**src/rtl/conv_slice_scheduler_pkg.sv**
```systemverilog
// Shared constants and state encoding for the conv slice scheduler and the layer module.
package conv_slice_scheduler_pkg;

    localparam int PARA_X                 = 3;
    localparam int PARA_KERNEL            = 2;
    localparam int KERNEL_SIZE_WIDTH      = 6;
    localparam int KERNEL_SIZE_MAX        = 5;
    localparam int READ_ADDR_WIDTH        = 3;
    localparam int WEIGHT_READ_ADDR_WIDTH = 10;
    localparam int CLK_NUM_WIDTH          = 8;
    localparam int LANE_WIDTH             = 2;
    localparam int KSQ_WIDTH              = 2 * KERNEL_SIZE_WIDTH;

    typedef enum logic [2:0] {
        S_IDLE,
        S_PRIME,
        S_FEED,
        S_WAIT,
        S_WB
    } state_t;

    function automatic logic kernel_size_legal(input logic [KERNEL_SIZE_WIDTH-1:0] ks);
        return (ks != '0) && (ks <= KERNEL_SIZE_WIDTH'(KERNEL_SIZE_MAX));
    endfunction

endpackage

```
**src/rtl/conv_feed_addr_gen.sv**
```systemverilog
// Walks one ks x ks window: per-lane row pointers, column index and weight address.
// Addresses are registered so each presented value is stable for the whole RAM read cycle.
module conv_feed_addr_gen
    import conv_slice_scheduler_pkg::*;
(
    input  logic                                  clk,
    input  logic                                  rst,
    input  logic                                  init,
    input  logic                                  advance,
    input  logic [KERNEL_SIZE_WIDTH-1:0]          kernel_size,
    input  logic [READ_ADDR_WIDTH-1:0]            fm_base,
    input  logic [READ_ADDR_WIDTH-1:0]            fm_row_step,
    input  logic [WEIGHT_READ_ADDR_WIDTH-1:0]     weight_base,
    output logic [PARA_X*READ_ADDR_WIDTH-1:0]     fm_addr_read,
    output logic [PARA_X*READ_ADDR_WIDTH-1:0]     fm_sub_addr_read,
    output logic [WEIGHT_READ_ADDR_WIDTH-1:0]     weight_addr_read,
    output logic                                  last,
    output logic                                  first_col,
    output logic [LANE_WIDTH-1:0]                 lane
);

    logic [KERNEL_SIZE_WIDTH-1:0]      ks_q;
    logic [KSQ_WIDTH-1:0]              ks_sq_q;
    logic [READ_ADDR_WIDTH-1:0]        step_q;
    logic [WEIGHT_READ_ADDR_WIDTH-1:0] wbase_q;
    logic [KSQ_WIDTH-1:0]              k_cnt;
    logic [KERNEL_SIZE_WIDTH-1:0]      c_cnt;
    logic [LANE_WIDTH-1:0]             lane_cnt;
    logic [READ_ADDR_WIDTH-1:0]        row_ptr  [PARA_X];
    logic [READ_ADDR_WIDTH-1:0]        fm_addr_q[PARA_X];
    logic [READ_ADDR_WIDTH-1:0]        fm_sub_q [PARA_X];
    logic [WEIGHT_READ_ADDR_WIDTH-1:0] weight_q;
    logic                              last_q;
    logic                              first_col_q;
    logic [LANE_WIDTH-1:0]             lane_q;

    // Counters hold the next k to present; each advance publishes it and steps c/lane
    // without a divider. Row pointer bumps in the same edge its lane's row ends.
    always_ff @(posedge clk or posedge rst) begin
        if (rst) begin
            ks_q        <= '0;
            ks_sq_q     <= '0;
            step_q      <= '0;
            wbase_q     <= '0;
            k_cnt       <= '0;
            c_cnt       <= '0;
            lane_cnt    <= '0;
            weight_q    <= '0;
            last_q      <= 1'b0;
            first_col_q <= 1'b0;
            lane_q      <= '0;
            for (int i = 0; i < PARA_X; i++) begin
                row_ptr[i]   <= '0;
                fm_addr_q[i] <= '0;
                fm_sub_q[i]  <= '0;
            end
        end else if (init) begin
            ks_q        <= kernel_size;
            ks_sq_q     <= KSQ_WIDTH'(kernel_size) * KSQ_WIDTH'(kernel_size);
            step_q      <= fm_row_step;
            wbase_q     <= weight_base;
            k_cnt       <= '0;
            c_cnt       <= '0;
            lane_cnt    <= '0;
            weight_q    <= weight_base;
            last_q      <= 1'b0;
            first_col_q <= 1'b0;
            lane_q      <= '0;
            for (int i = 0; i < PARA_X; i++) begin
                row_ptr[i]   <= fm_base;
                fm_addr_q[i] <= fm_base;
                fm_sub_q[i]  <= '0;
            end
        end else if (advance) begin
            fm_addr_q[lane_cnt] <= row_ptr[lane_cnt];
            fm_sub_q[lane_cnt]  <= READ_ADDR_WIDTH'(c_cnt);
            weight_q            <= wbase_q + WEIGHT_READ_ADDR_WIDTH'(k_cnt);
            lane_q              <= lane_cnt;
            first_col_q         <= (c_cnt == '0);
            last_q              <= (k_cnt == ks_sq_q - KSQ_WIDTH'(1));
            k_cnt               <= k_cnt + KSQ_WIDTH'(1);
            if (c_cnt == ks_q - KERNEL_SIZE_WIDTH'(1)) begin
                c_cnt             <= '0;
                row_ptr[lane_cnt] <= row_ptr[lane_cnt] + step_q;
                lane_cnt          <= (lane_cnt == LANE_WIDTH'(PARA_X - 1)) ? '0
                                                                          : lane_cnt + LANE_WIDTH'(1);
            end else begin
                c_cnt <= c_cnt + KERNEL_SIZE_WIDTH'(1);
            end
        end
    end

    for (genvar g = 0; g < PARA_X; g++) begin : g_lane_out
        assign fm_addr_read[g*READ_ADDR_WIDTH +: READ_ADDR_WIDTH]     = fm_addr_q[g];
        assign fm_sub_addr_read[g*READ_ADDR_WIDTH +: READ_ADDR_WIDTH] = fm_sub_q[g];
    end

    assign weight_addr_read = weight_q;
    assign last             = last_q;
    assign first_col        = first_col_q;
    assign lane             = lane_q;

endmodule

```
**src/rtl/conv_slice_scheduler.sv**
```systemverilog
// Sequences one convolution window: address issue, data steering, result wait and writeback.
module conv_slice_scheduler
    import conv_slice_scheduler_pkg::*;
(
    input  logic                                  clk,
    input  logic                                  rst,
    input  logic                                  start,
    input  logic [KERNEL_SIZE_WIDTH-1:0]          kernel_size,
    input  logic [READ_ADDR_WIDTH-1:0]            fm_base,
    input  logic [READ_ADDR_WIDTH-1:0]            fm_row_step,
    input  logic [WEIGHT_READ_ADDR_WIDTH-1:0]     weight_base,
    output logic                                  fm_ena_wr,
    output logic [PARA_X*READ_ADDR_WIDTH-1:0]     fm_addr_read,
    output logic [PARA_X*READ_ADDR_WIDTH-1:0]     fm_sub_addr_read,
    output logic [WEIGHT_READ_ADDR_WIDTH-1:0]     weight_addr_read,
    output logic                                  conv_rst,
    output logic                                  feed_valid,
    output logic                                  load_full,
    output logic [LANE_WIDTH-1:0]                 lane_sel,
    input  logic [PARA_KERNEL-1:0]                conv_out_ready,
    output logic                                  wb_req,
    input  logic                                  wb_ack,
    output logic                                  busy,
    output logic                                  done,
    output logic                                  error
);

    localparam logic [CLK_NUM_WIDTH-1:0] WAIT_LAST = CLK_NUM_WIDTH'((1 << CLK_NUM_WIDTH) - 2);

    state_t                   state;
    state_t                   next_state;
    logic [CLK_NUM_WIDTH-1:0] wait_cnt;
    logic                     accept;
    logic                     reject;
    logic                     timeout;
    logic                     ack_accept;
    logic                     advance;
    logic                     last;
    logic                     first_col;
    logic [LANE_WIDTH-1:0]    cur_lane;

    conv_feed_addr_gen u_addr_gen (
        .clk              (clk),
        .rst              (rst),
        .init             (accept),
        .advance          (advance),
        .kernel_size      (kernel_size),
        .fm_base          (fm_base),
        .fm_row_step      (fm_row_step),
        .weight_base      (weight_base),
        .fm_addr_read     (fm_addr_read),
        .fm_sub_addr_read (fm_sub_addr_read),
        .weight_addr_read (weight_addr_read),
        .last             (last),
        .first_col        (first_col),
        .lane             (cur_lane)
    );

    // Result-ready has priority over the timeout in the same WAIT cycle.
    always_comb begin
        next_state = state;
        accept     = 1'b0;
        reject     = 1'b0;
        timeout    = 1'b0;
        ack_accept = 1'b0;
        case (state)
            S_IDLE: begin
                if (start) begin
                    if (kernel_size_legal(kernel_size)) begin
                        accept     = 1'b1;
                        next_state = S_PRIME;
                    end else begin
                        reject = 1'b1;
                    end
                end
            end
            S_PRIME: next_state = S_FEED;
            S_FEED: begin
                if (last) begin
                    next_state = S_WAIT;
                end
            end
            S_WAIT: begin
                if (&conv_out_ready) begin
                    next_state = S_WB;
                end else if (wait_cnt == WAIT_LAST) begin
                    timeout    = 1'b1;
                    next_state = S_IDLE;
                end
            end
            S_WB: begin
                if (wb_ack) begin
                    ack_accept = 1'b1;
                    next_state = S_IDLE;
                end
            end
            default: next_state = S_IDLE;
        endcase
    end

    assign advance   = (state == S_PRIME) || ((state == S_FEED) && !last);
    assign fm_ena_wr = (state == S_IDLE);
    assign busy      = (state != S_IDLE);
    assign wb_req    = (state == S_WB);
    assign conv_rst  = (state == S_FEED) || (state == S_WAIT) || (state == S_WB);

    // Steering trails the address by one cycle to match the RAM read latency.
    always_ff @(posedge clk or posedge rst) begin
        if (rst) begin
            state      <= S_IDLE;
            wait_cnt   <= '0;
            feed_valid <= 1'b0;
            load_full  <= 1'b0;
            lane_sel   <= '0;
            done       <= 1'b0;
            error      <= 1'b0;
        end else begin
            state      <= next_state;
            wait_cnt   <= (state == S_WAIT) ? wait_cnt + CLK_NUM_WIDTH'(1) : '0;
            feed_valid <= (state == S_FEED);
            load_full  <= (state == S_FEED) && first_col;
            lane_sel   <= (state == S_FEED) ? cur_lane : '0;
            done       <= ack_accept;
            error      <= reject || timeout;
        end
    end

endmodule
```
**config.mk**
```make
export PLATFORM = sky130hd
export DESIGN_NAME = conv_slice_scheduler
export DESIGN_NICKNAME = d
export VERILOG_FILES = /design/src/rtl/conv_slice_scheduler_pkg.sv /design/src/rtl/conv_feed_addr_gen.sv /design/src/rtl/conv_slice_scheduler.sv
export SDC_FILE = /design/constraint.sdc
export NUM_CORES = 1
export LEC_CHECK = 0
export ABC_CLOCK_PERIOD_IN_PS = 7090
export CELL_PAD_IN_SITES_DETAIL_PLACEMENT = 1
export CELL_PAD_IN_SITES_GLOBAL_PLACEMENT = 2
export CORE_ASPECT_RATIO = 0.7
export CORE_MARGIN = 2
export CORE_UTILIZATION = 39
export CTS_CLUSTER_DIAMETER = 100
export DETAILED_ROUTE_END_ITERATION = 16
export PLACE_DENSITY_LB_ADDON = 0.1
export SYNTH_ARGS = -nofsm -noshare
export SYNTH_HDL_FRONTEND = slang
export SYNTH_SLANG_ARGS = --single-unit
```
**constraint.sdc**
```tcl
create_clock -name clk -period 7.09 [get_ports clk]
set_clock_uncertainty 0.2 [all_clocks]
set_input_delay 0.709 -clock clk [delete_from_list [all_inputs] [get_ports clk]]
set_output_delay 0.709 -clock clk [all_outputs]
set_load 0.005 [all_outputs]
```
==> results of run 1 <==
sequential cells by signal, summed over array words and instances (netlist names), 3 cells and up:
signal	count
u_addr_gen.row_ptr	9
u_addr_gen.wbase_q	10
u_addr_gen.step_q	3
u_addr_gen.weight_addr_read	10
u_addr_gen.fm_sub_addr_read	9
u_addr_gen.fm_addr_read	9
u_addr_gen.ks_sq_q	11
u_addr_gen.k_cnt	12
u_addr_gen.c_cnt	6
wait_cnt	8
u_addr_gen.ks_q	5
state	3
per-layer routing:
layer  share of wire (%)  GRT usage (%)  wire length [µm]  up-vias
li1                    -              -                 -     2331
met1                  49           26.5              7510     2339
met2                  47           31.9              7110       59
met3                 2.8           3.74               427       13
met4                 1.1           4.65               163        0
met5                   0              0                 0        -
critical path: cells and delay by family:
family | cells | cell delay, ns
AO/OA/AOI/OAI | 4 | 0.77
buffers and inverters | 4 | 0.90
adder cells (fa/ha/maj) | 4 | 1.76
AND/OR/NAND/NOR | 1 | 0.14
XOR/XNOR | 1 | 0.18
worst min-delay path by stage:
stage / slack, ns / depth (start not counted) / from / endpoint
final: 0.29 / 2 / u_addr_gen.wbase_q[8] / u_addr_gen.wbase_q[8]
after global routing: 0.32 / 2 / u_addr_gen.step_q[0] / u_addr_gen.step_q[0]
after CTS: 0.29 / 2 / u_addr_gen.wbase_q[8] / u_addr_gen.wbase_q[8]
after detailed placement: 0.27 / 2 / u_addr_gen.wbase_q[8] / u_addr_gen.wbase_q[8]
after global placement: 0.27 / 2 / u_addr_gen.wbase_q[8] / u_addr_gen.wbase_q[8]
after floorplan: 0.25 / 2 / u_addr_gen.wbase_q[0] / u_addr_gen.wbase_q[0]
cell families after synthesis:
logic type	synth area share (%)
flip-flops	43.9
AND/OR/NAND/NOR	18.9
adder cells (fa/ha/maj)	9.44
AO/OA/AOI/OAI	11.9
XOR/XNOR	7.90
buffers and inverters	4.10
multiplexers	3.82
stage by stage:
stage	hold WS, ns	setup WS (ns)	std cells
after floorplan	0.250	2.99	650
after global placement	0.268	2.40	893
after detailed placement	0.272	2.24	893
after CTS	0.292	2.61	909
after global routing	0.316	2.39	909
final	0.288	2.65	909
where the power goes:
group	internal, µW	leakage [µW]	switching, µW
Clock	316	0.000159	247
Combinational	652	0.00179	645
Sequential	834	0.00137	250
cells in the final DEF (no fill, tap or decap), drive strengths merged, types with 3 or more instances in the layout:
master         Yosys  layout
nand3b             3       3
nand4              4       4
inv               39      43
o31ai              4       4
o21ai             46      46
xor2              24      24
buf                2       5
mux2              10      10
dfrtp            107     107
nand2b             6       6
nor3              11      11
and3              13      13
or4                4       4
o211ai             4       4
nor2b              4       4
o22ai              6       6
a21oi             25      25
ha                30      30
a22o               6       6
or3                4       4
nand3             34      34
nand2             96      96
nor2              39      39
xnor2             31      31
a221o              6       6
fa                10      10
mux2i             12      12
a31oi              3       3
a21o               3       3
clkdlybuf4s50      0      65
and2              15      15
clkbuf            25       9
layout make-up:
type,count,area [µm²],share of cell area (%)
timing repair buffer,70,688,9.47
sequential,107,2680,36.9
clock buffer,9,225,3.10
multi-input combinational,477,3170,43.6
clock inverter,7,105,1.45
inverter,39,149,2.05
tap,200,250,3.44
==> key figures, run 1 <==
Synth
  • Yosys top cell by area: dfrtp_1
  • Synth top cells by count: dfrtp_1 (107), nand2_1 (96), o21ai_0 (44)
  • Synth warn: 0
  • Primary FF master, synth: dfrtp_1
  • Syn avg cell area: between 9 and 10 µm²
  • Fraction of synthesis flops using an asynchronous set or reset pin: between 90% and 100%
  • Sequential cell area fraction in the yosys report: a little over two fifths
  • Most common cell in the synthesized netlist: dfrtp_1
  • Cells after synthesis: 650
  • Post-synth cell types: around 50
  • Cell Area, Synth: between 6000 and 7000 µm²
  • Synth top area share: 43.9%
  • Number of flops mapped to enable cells by yosys: 0
  • Yosys reg bits: ~110
  • Syn nets: slightly above 700
  • Synth area leaders: dfrtp_1 (44%), ha_1 (6.2%), nand2_1 (5.9%)

Global routing
  • Number of global-route vias before repair: between 5,000 and 6,000
  • First-pass GRT wire length: ~26,000 µm
  • Initial antenna violation count: 0
  • Largest net degree at the start of global routing: 55
  • Total grt overflow: 0
  • Total Routing Usage GR: between 10% and 20%

Die
  • Die Height: approximately 110 µm
  • Starting Density: between 30% and 40%
  • Core footprint: 15,400 µm²
  • Die area: 16,700 µm²
  • Std cell rows: 38
  • Top Ports: 66
  • Die width: around 150 µm

STA
  • RSZ-0062 raised after global routing: false
  • Fin Setup TNS: 0 ns
  • Final setup violation count: 0
  • Slew @ Worst Pin: 0.766 ns
  • Final Cycle Share: 62.6%
  • Fin. Hold Viols: 0
  • Max Clk Rate: roughly 230 MHz
  • Min Clock Period, post-route: roughly 4.4 ns
  • Max-slew violations: 0
  • Worst slew margin: 48.7%

Routing
  • First DRT Iteration DRCs: 174
  • Final wirelength: between 15,000 and 20,000 µm
  • Vias post-DR: 4,742
  • Routed Antenna Nets: 0
  • Avg WL per Cell: between 15 and 20 µm
  • Drt drc: 0
  • DR pass1 iterations: 4
  • Vias per cell: 5.22

Critical path
  • Critical Path End Type: flip-flop
  • Worst setup SP type: primary input
  • CP Launch Point: kernel_size[2]
  • Worst R2R Path Depth: 5
  • Critical Path End: u_addr_gen.ks_sq_q[10]
  • Crit Path Category: in -> reg
  • Worst-path cell chain: clkdlybuf4s50_1, inv_1, nor2_1, fa_1, inv_1, fa_1, fa_1, inv_1, ha_1, a31oi_1, o21bai_1, a211oi_1, xor2_1, o21ai_0
  • CP required: 7.10 ns
  • Worst reg2reg setup slack: around 4.0 ns
  • Critical path peak fanout: 8
  • Critical path's slowest cell: clkdlybuf4s50_1
  • Worst r2r src: state[1]
  • Reg-to-Reg End: u_addr_gen.fm_addr_read[4]
  • Arr. time, crit path: 4.45 ns
  • CP max stage delay: between 0.6 and 0.7 ns

Clock network
  • H-tree Lvls: 3
  • CTS root buffer: clkbuf_16
  • CTS Buf Count: 9
  • Clock transition at path regs: approximately 0.080 ns
  • Maximum clock insertion buffer count: 2
  • Sink Count: around 110
  • Skew-Pair Late Insertion Delay: about 0.36 ns
  • TritonCTS clock tree: done
  • Cts-stage hold buffer count: 0
  • CTS resizes: 0
  • Post-CTS Setup Bufs: 0

Placed design
  • HPWL after DPL: roughly 11,000 µm
  • Placed Area: around 6900 µm²
  • Gpl congestion: around 0.76
  • IO buf count: between 60 and 70

Layout
  • Finished Core Util: 47.2%
  • Area Growth Syn to Fin: 19.2%
  • Post-route cell area: approximately 7300 µm²
  • Ant. Diodes: 0
  • # nets final: about 770
  • Filler instances: around 1,700
  • Layout cell share with drive strength beyond 1: under 10%

Power and ir drop
  • Maximum vdd drop: about 160 µV
  • Pwr dens: just over 400 nW/µm²
  • Lkg Pwr: 0.00332 µW
  • Total power: 2940 µW

Status
  • Status: finished clean

Job
  • Max-cap viol count: 0

Min path
  • Worst hold-check path type: reg -> reg
Power figures use the tool's default switching activity.
==> run 2, diff against run 1 <==
ABC_CLOCK_PERIOD_IN_PS = 4100   (was 7090)
CORE_UTILIZATION = 36   (was 39)
clock period = 4.1 ns   (was 7.09 ns; I/O delays follow)
==> run 2 against run 1 <==
Against the previous run:
- sequential cell count unchanged
- utilization down 2.0 points
- first-iteration DRC count grew 52%
- largest power group unchanged
- highest routed layer unchanged
==> key figures, run 2 (synthesized netlist as in run 1, its figures left out) <==
Routing
  • Routed met2 length: 6950 µm
  • Avg WL per Cell: roughly 16 µm
  • DR pass1 iterations: 4
  • Met3 routed WL: ~530 µm
  • Final wirelength: between 15,000 and 20,000 µm
  • Drt drc: 0
  • First DRT Iteration DRCs: approximately 270
  • DRT met1 WL: between 7000 and 8000 µm
  • Uppermost layer routed: met4
  • Vias post-DR: 4,887
  • Vias per cell: 5.17
  • Routed Antenna Nets: 0

Layout
  • Most common library cell in the layout ignoring fill and taps: dfrtp_1
  • Layout cell share with drive strength beyond 1: between 7 and 8%
  • # nets final: 784
  • Filler instances: between 1,500 and 2,000
  • Top reg by flops: u_addr_gen.k_cnt
  • Area Growth Syn to Fin: 21.9%
  • Top Registers: u_addr_gen.k_cnt x12, u_addr_gen.ks_sq_q x11
  • Ant. Diodes: 0
  • Most frequent cells in the layout: dfrtp_1 (107), nand2_1 (96), clkdlybuf4s50_1 (65)
  • Max reg flops: 12

Clock network
  • H-tree Lvls: 3
  • CTS root buffer: clkbuf_16
  • Maximum clock insertion buffer count: 2
  • CTS Buf Count: 9
  • Post-CTS Setup Bufs: 0
  • TritonCTS clock tree: done
  • Clock transition at path regs: approximately 0.08 ns
  • Sink Count: roughly 110
  • Skew-Pair Late Insertion Delay: approximately 0.36 ns

Critical path
  • Critical path's slowest cell: fa_1
  • CP delay by family, top: adder cells
  • Crit path buf inv count: 3
  • CP max stage delay: approximately 0.54 ns
  • Worst-path cell chain: clkdlybuf4s50_1, and2_1, fa_1, inv_1, fa_1, fa_1, inv_1, ha_1, a21oi_2, o21bai_2, a211oi_2, nor2_1, a21oi_1, o21ai_0
  • Most used cell, CP: fa_1
  • Crit Path Category: in -> reg
  • Critical path peak fanout: 3
  • Worst setup SP type: primary input
  • Critical Path End Type: flip-flop
  • Arr. time, crit path: 3.92 ns
  • CP required: a little over 4 ns

STA
  • Slew @ Worst Pin: 0.702 ns
  • Fin Setup TNS: 0 ns
  • Max Clk Rate: ~260 MHz
  • Max-slew violations: 0
  • Worst setup margin: ~0.22 ns
  • Fin. Hold Viols: 0
  • Final setup violation count: 0
  • Worst slew margin: a little over half
  • Final Cycle Share: between 90% and 100%
  • Hold WS: around 0.29 ns
  • Min Clock Period, post-route: just under 4 ns

Die
  • Core footprint: 16,400 µm²
  • Die area: 18,000 µm²
  • Die width: 160 µm
  • Std cell rows: 39
  • Top Ports: 66
  • Starting Density: ~37%
  • Die Height: between 100 and 150 µm

Job
  • Max-cap viol count: 0

Global routing
  • Number of global-route vias before repair: 5,177
  • Initial antenna violation count: 0
  • Largest net degree at the start of global routing: between 50 and 60
  • First-pass GRT wire length: around 27,000 µm
  • Total grt overflow: 0
  • Total Routing Usage GR: 18.3%

Power and ir drop
  • Total power: 5140 µW
  • Pwr dens: approximately 690 nW/µm²
  • Maximum vdd drop: 239 µV
  • Lkg Pwr: 0.00340 µW

Placed design
  • HPWL after DPL: 11,200 µm
  • Pre-CTS setup slack: -0.275 ns
  • IO buf count: 65
  • Gpl congestion: 0.780

Status
  • Status: finished clean

Min path
  • Worst hold-check path type: reg -> reg
[run 2: changes by cell type in the layout (fill, tap and decap cells not counted), sizes merged]
cell / previous run / this run
clkinvlp: 1 / 0
clkinv: 0 / 2
bufinv: 2 / 1
buf: 5 / 17
[run 2: layout make-up]
cell class	instances	area (µm²)	share of cell area (%)
tap	225	282	3.79
clock buffer	9	225	3.03
timing repair buffer	82	803	10.8
multi-input combinational	477	3190	43.0
sequential	107	2680	36.0
clock inverter	7	103	1.38
inverter	39	149	2.00
[run 2: through the flow]
stage / instances / area, µm² / util, %
after CTS: 946 / 7410 / 45.1
final: 946 / 7430 / 45.2
after global placement: 930 / 7080 / 43.1
after floorplan: 650 / 6100 / -
after detailed placement: 930 / 7080 / 43.1
after global routing: 946 / 7430 / 45.2
[run 2: worst reg2reg max path, delay by kind of cell (launching register included)]
kind	cells	cell delay, ns
and+or+nand+nor	3	1.36
DFF	1	0.54
AOI/OAI and AO/OA	2	0.80
[run 2: layer usage]
metal,vias up,track usage (%)
met5,-,0
met4,0,4.18
met3,11,3.74
met2,70,29.1
met1,2445,25.9
li1,2361,-
[run 2: path summary, 6_finish.rpt]
check,start,endpoint,slack [ns],cells after the start
max in group asynchronous,rst,u_addr_gen.ks_sq_q[5],2.62,3
min in group asynchronous,rst,wait_cnt[4],0.30,2
max,kernel_size[1],u_addr_gen.ks_sq_q[11],0.22,14
min reg2reg,u_addr_gen.wbase_q[0],u_addr_gen.wbase_q[0],0.29,2
max reg2reg,state[1],u_addr_gen.fm_addr_read[4],1.09,5
min,u_addr_gen.wbase_q[0],u_addr_gen.wbase_q[0],0.29,2
[run 2: power breakdown]
group          leakage, µW  total (µW)  switching, µW  internal, µW
clock network     0.000160         956            457           498
logic              0.00186        2310           1150          1160
registers          0.00137        1870            429          1440
total              0.00340        5140           2040          3100
[run 2: repair_timing]
action	4_1_cts	5_1_grt
hold buffers	0	0
setup endpoints to repair	0	3
gates resized for setup	0	5
==> run 3, diff against run 2 <==
CORE_MARGIN = default   (was 2)
==> run 3 against run 2 <==
Against the previous run:
- clock-buffer cell count up 1
- via count hardly changed
- setup slack improved by 0.0011 ns
- routed wire length down 1.3%
- global-route usage grew 0.81 points
- final cell count grew 0.21%
- clock power is 9.9% lower
- first-iteration DRC count shrank 26%
- utilization decreased by 0.37 points
- maximum frequency hardly changed
- critical endpoint is now u_addr_gen.ks_sq_q[10]
==> key figures, run 3 (synthesized netlist as in run 1, its figures left out) <==
Status
  • Status: finished clean

Routing
  • DRT met1 WL: approximately 7500 µm
  • Routed met2 length: 7060 µm
  • First DRT Iteration DRCs: a little under 200
  • Drt drc: 0
  • DR pass1 iterations: 4
  • Met3 routed WL: around 450 µm
  • Routed Antenna Nets: 0
  • Avg WL per Cell: around 16 µm
  • Vias per cell: roughly 5.2
  • Uppermost layer routed: met4
  • Final wirelength: about 15,000 µm
  • Vias post-DR: approximately 4,900

Layout
  • Fin cells: ~950
  • Top Registers: u_addr_gen.k_cnt x12, u_addr_gen.ks_sq_q x11
  • Ant. Diodes: 0
  • Most frequent cells in the layout: dfrtp_1 (107), nand2_1 (96), clkdlybuf4s50_1 (65)
  • # nets final: 786
  • Max reg flops: 12
  • Layout cell share with drive strength beyond 1: 7.33%
  • Filler instances: ~1,900
  • Area Growth Syn to Fin: 20.9%
  • Most common library cell in the layout ignoring fill and taps: dfrtp_1
  • Top reg by flops: u_addr_gen.k_cnt
  • Finished Core Util: between 40% and 50%
  • Post-route cell area: roughly 7400 µm²

STA
  • Worst slew margin: roughly 55%
  • Slew @ Worst Pin: between 0.6 and 0.7 ns
  • Final setup violation count: 0
  • Max Clk Rate: about 260 MHz
  • Min Clock Period, post-route: 3.88 ns
  • RSZ-0062 raised after global routing: false
  • Fin. Hold Viols: 0
  • Final Cycle Share: 94.7%
  • Max-slew violations: 0
  • Worst setup margin: between 0.2 and 0.25 ns

Clock network
  • Post-CTS Setup Bufs: 0
  • Clock transition at path regs: approximately 0.08 ns
  • CTS root buffer: clkbuf_16
  • Maximum clock insertion buffer count: 2
  • TritonCTS clock tree: done
  • Sink Count: ~110
  • H-tree Lvls: 3
  • CTS Buf Count: 9
  • Skew-Pair Late Insertion Delay: between 0.3 and 0.4 ns

Global routing
  • Largest net degree at the start of global routing: 46
  • Number of global-route vias before repair: between 5,000 and 6,000
  • First-pass GRT wire length: between 20,000 and 30,000 µm
  • Total grt overflow: 0
  • Initial antenna violation count: 0
  • Total Routing Usage GR: 19.1%

Placed design
  • Pre-CTS setup slack: -0.237 ns
  • HPWL after DPL: 11,200 µm
  • Gpl congestion: between 0.7 and 0.8
  • IO buf count: 65
  • Inst Count DP: between 900 and 1,000
  • Placed Area: approximately 7100 µm²

Critical path
  • Arr. time, crit path: a little under 4 ns
  • Worst setup SP type: primary input
  • Critical path peak fanout: 3
  • Crit Path Category: in -> reg
  • Critical Path End Type: flip-flop
  • CP required: 4.11 ns

Die
  • Starting Density: approximately 37%
  • Die area: around 17,000 µm²
  • Top Ports: 66
  • Die Height: between 100 and 150 µm
  • Std cell rows: 39
  • Core footprint: about 16,000 µm²
  • Die width: between 150 and 200 µm

Power and ir drop
  • Maximum vdd drop: 218 µV
  • Lkg Pwr: between 0.003 and 0.004 µW
  • Pwr dens: approximately 700 nW/µm²

Job
  • Max-cap viol count: 0

Min path
  • Worst hold-check path type: in -> async
==> run 3: critical path: stages <==
cell and delay (ns):
clkdlybuf4s50_1 0.44, and2_1 0.19, fa_1 0.53, inv_1 0.07
fa_1 0.51, fa_1 0.54, inv_1 0.04, ha_1 0.32
a31oi_1 0.22, o21bai_1 0.13, a211oi_2 0.22, xor2_1 0.17
o21ai_0 0.09
==> run 3: layout make-up <==
class / count / area (µm²) / area share [%]
Timing Repair Buffer: 84 / 793 / 10.8
Multi-Input combinational cell: 477 / 3180 / 43.1
Inverter: 39 / 149 / 2.02
Sequential cell: 107 / 2680 / 36.3
Tap cell: 225 / 282 / 3.82
Clock buffer: 10 / 229 / 3.11
Clock inverter: 6 / 61.3 / 0.832
==> run 3: through the flow <==
stage | TNS, ns | hold slack (ns) | power, µW
2_1_floorplan | 0 | 0.250 | 3340
3_3_place_gp | -0.342 | 0.270 | 4080
3_5_place_dp | -0.680 | 0.276 | 4210
4_1_cts | 0 | 0.284 | 5110
5_1_grt | 0 | 0.321 | 5490
6_report | 0 | 0.259 | 5030
==> run 3: routing by layer <==
layer	vias up	GRT usage, %
met5	-	0
met4	0	5.18
met1	2435	26.3
li1	2357	-
met2	80	30.8
met3	19	3.40
==> run 3: timing repair <==
item | 4_1_cts | 5_1_grt
hold buffers | 0 | 0
setup endpoints to repair | 0 | 3
resized for setup | 0 | 2
==> run 3: final timing paths <==
path / start / to / slack, ns / cells after the start
worst min-delay path: rst / state[2] / 0.26 / 2
worst max register to register: state[1] / u_addr_gen.fm_addr_read[4] / 1.17 / 5
worst max-delay path: kernel_size[0] / u_addr_gen.ks_sq_q[10] / 0.22 / 13
worst min register to register: u_addr_gen.wbase_q[8] / u_addr_gen.wbase_q[8] / 0.29 / 2
min in group clk: u_addr_gen.wbase_q[8] / u_addr_gen.wbase_q[8] / 0.29 / 2
max in group asynchronous: rst / u_addr_gen.ks_sq_q[7] / 2.57 / 3
==> run 3: power breakdown <==
| part | leakage, µW | total (µW) | internal (µW) | switching, µW |
|---|---|---|---|---|
| clock network | 0.000138 | 861 | 427 | 434 |
| logic | 0.00186 | 2300 | 1160 | 1140 |
| registers | 0.00137 | 1870 | 1440 | 427 |
| total | 0.00337 | 5030 | 3030 | 2010 |
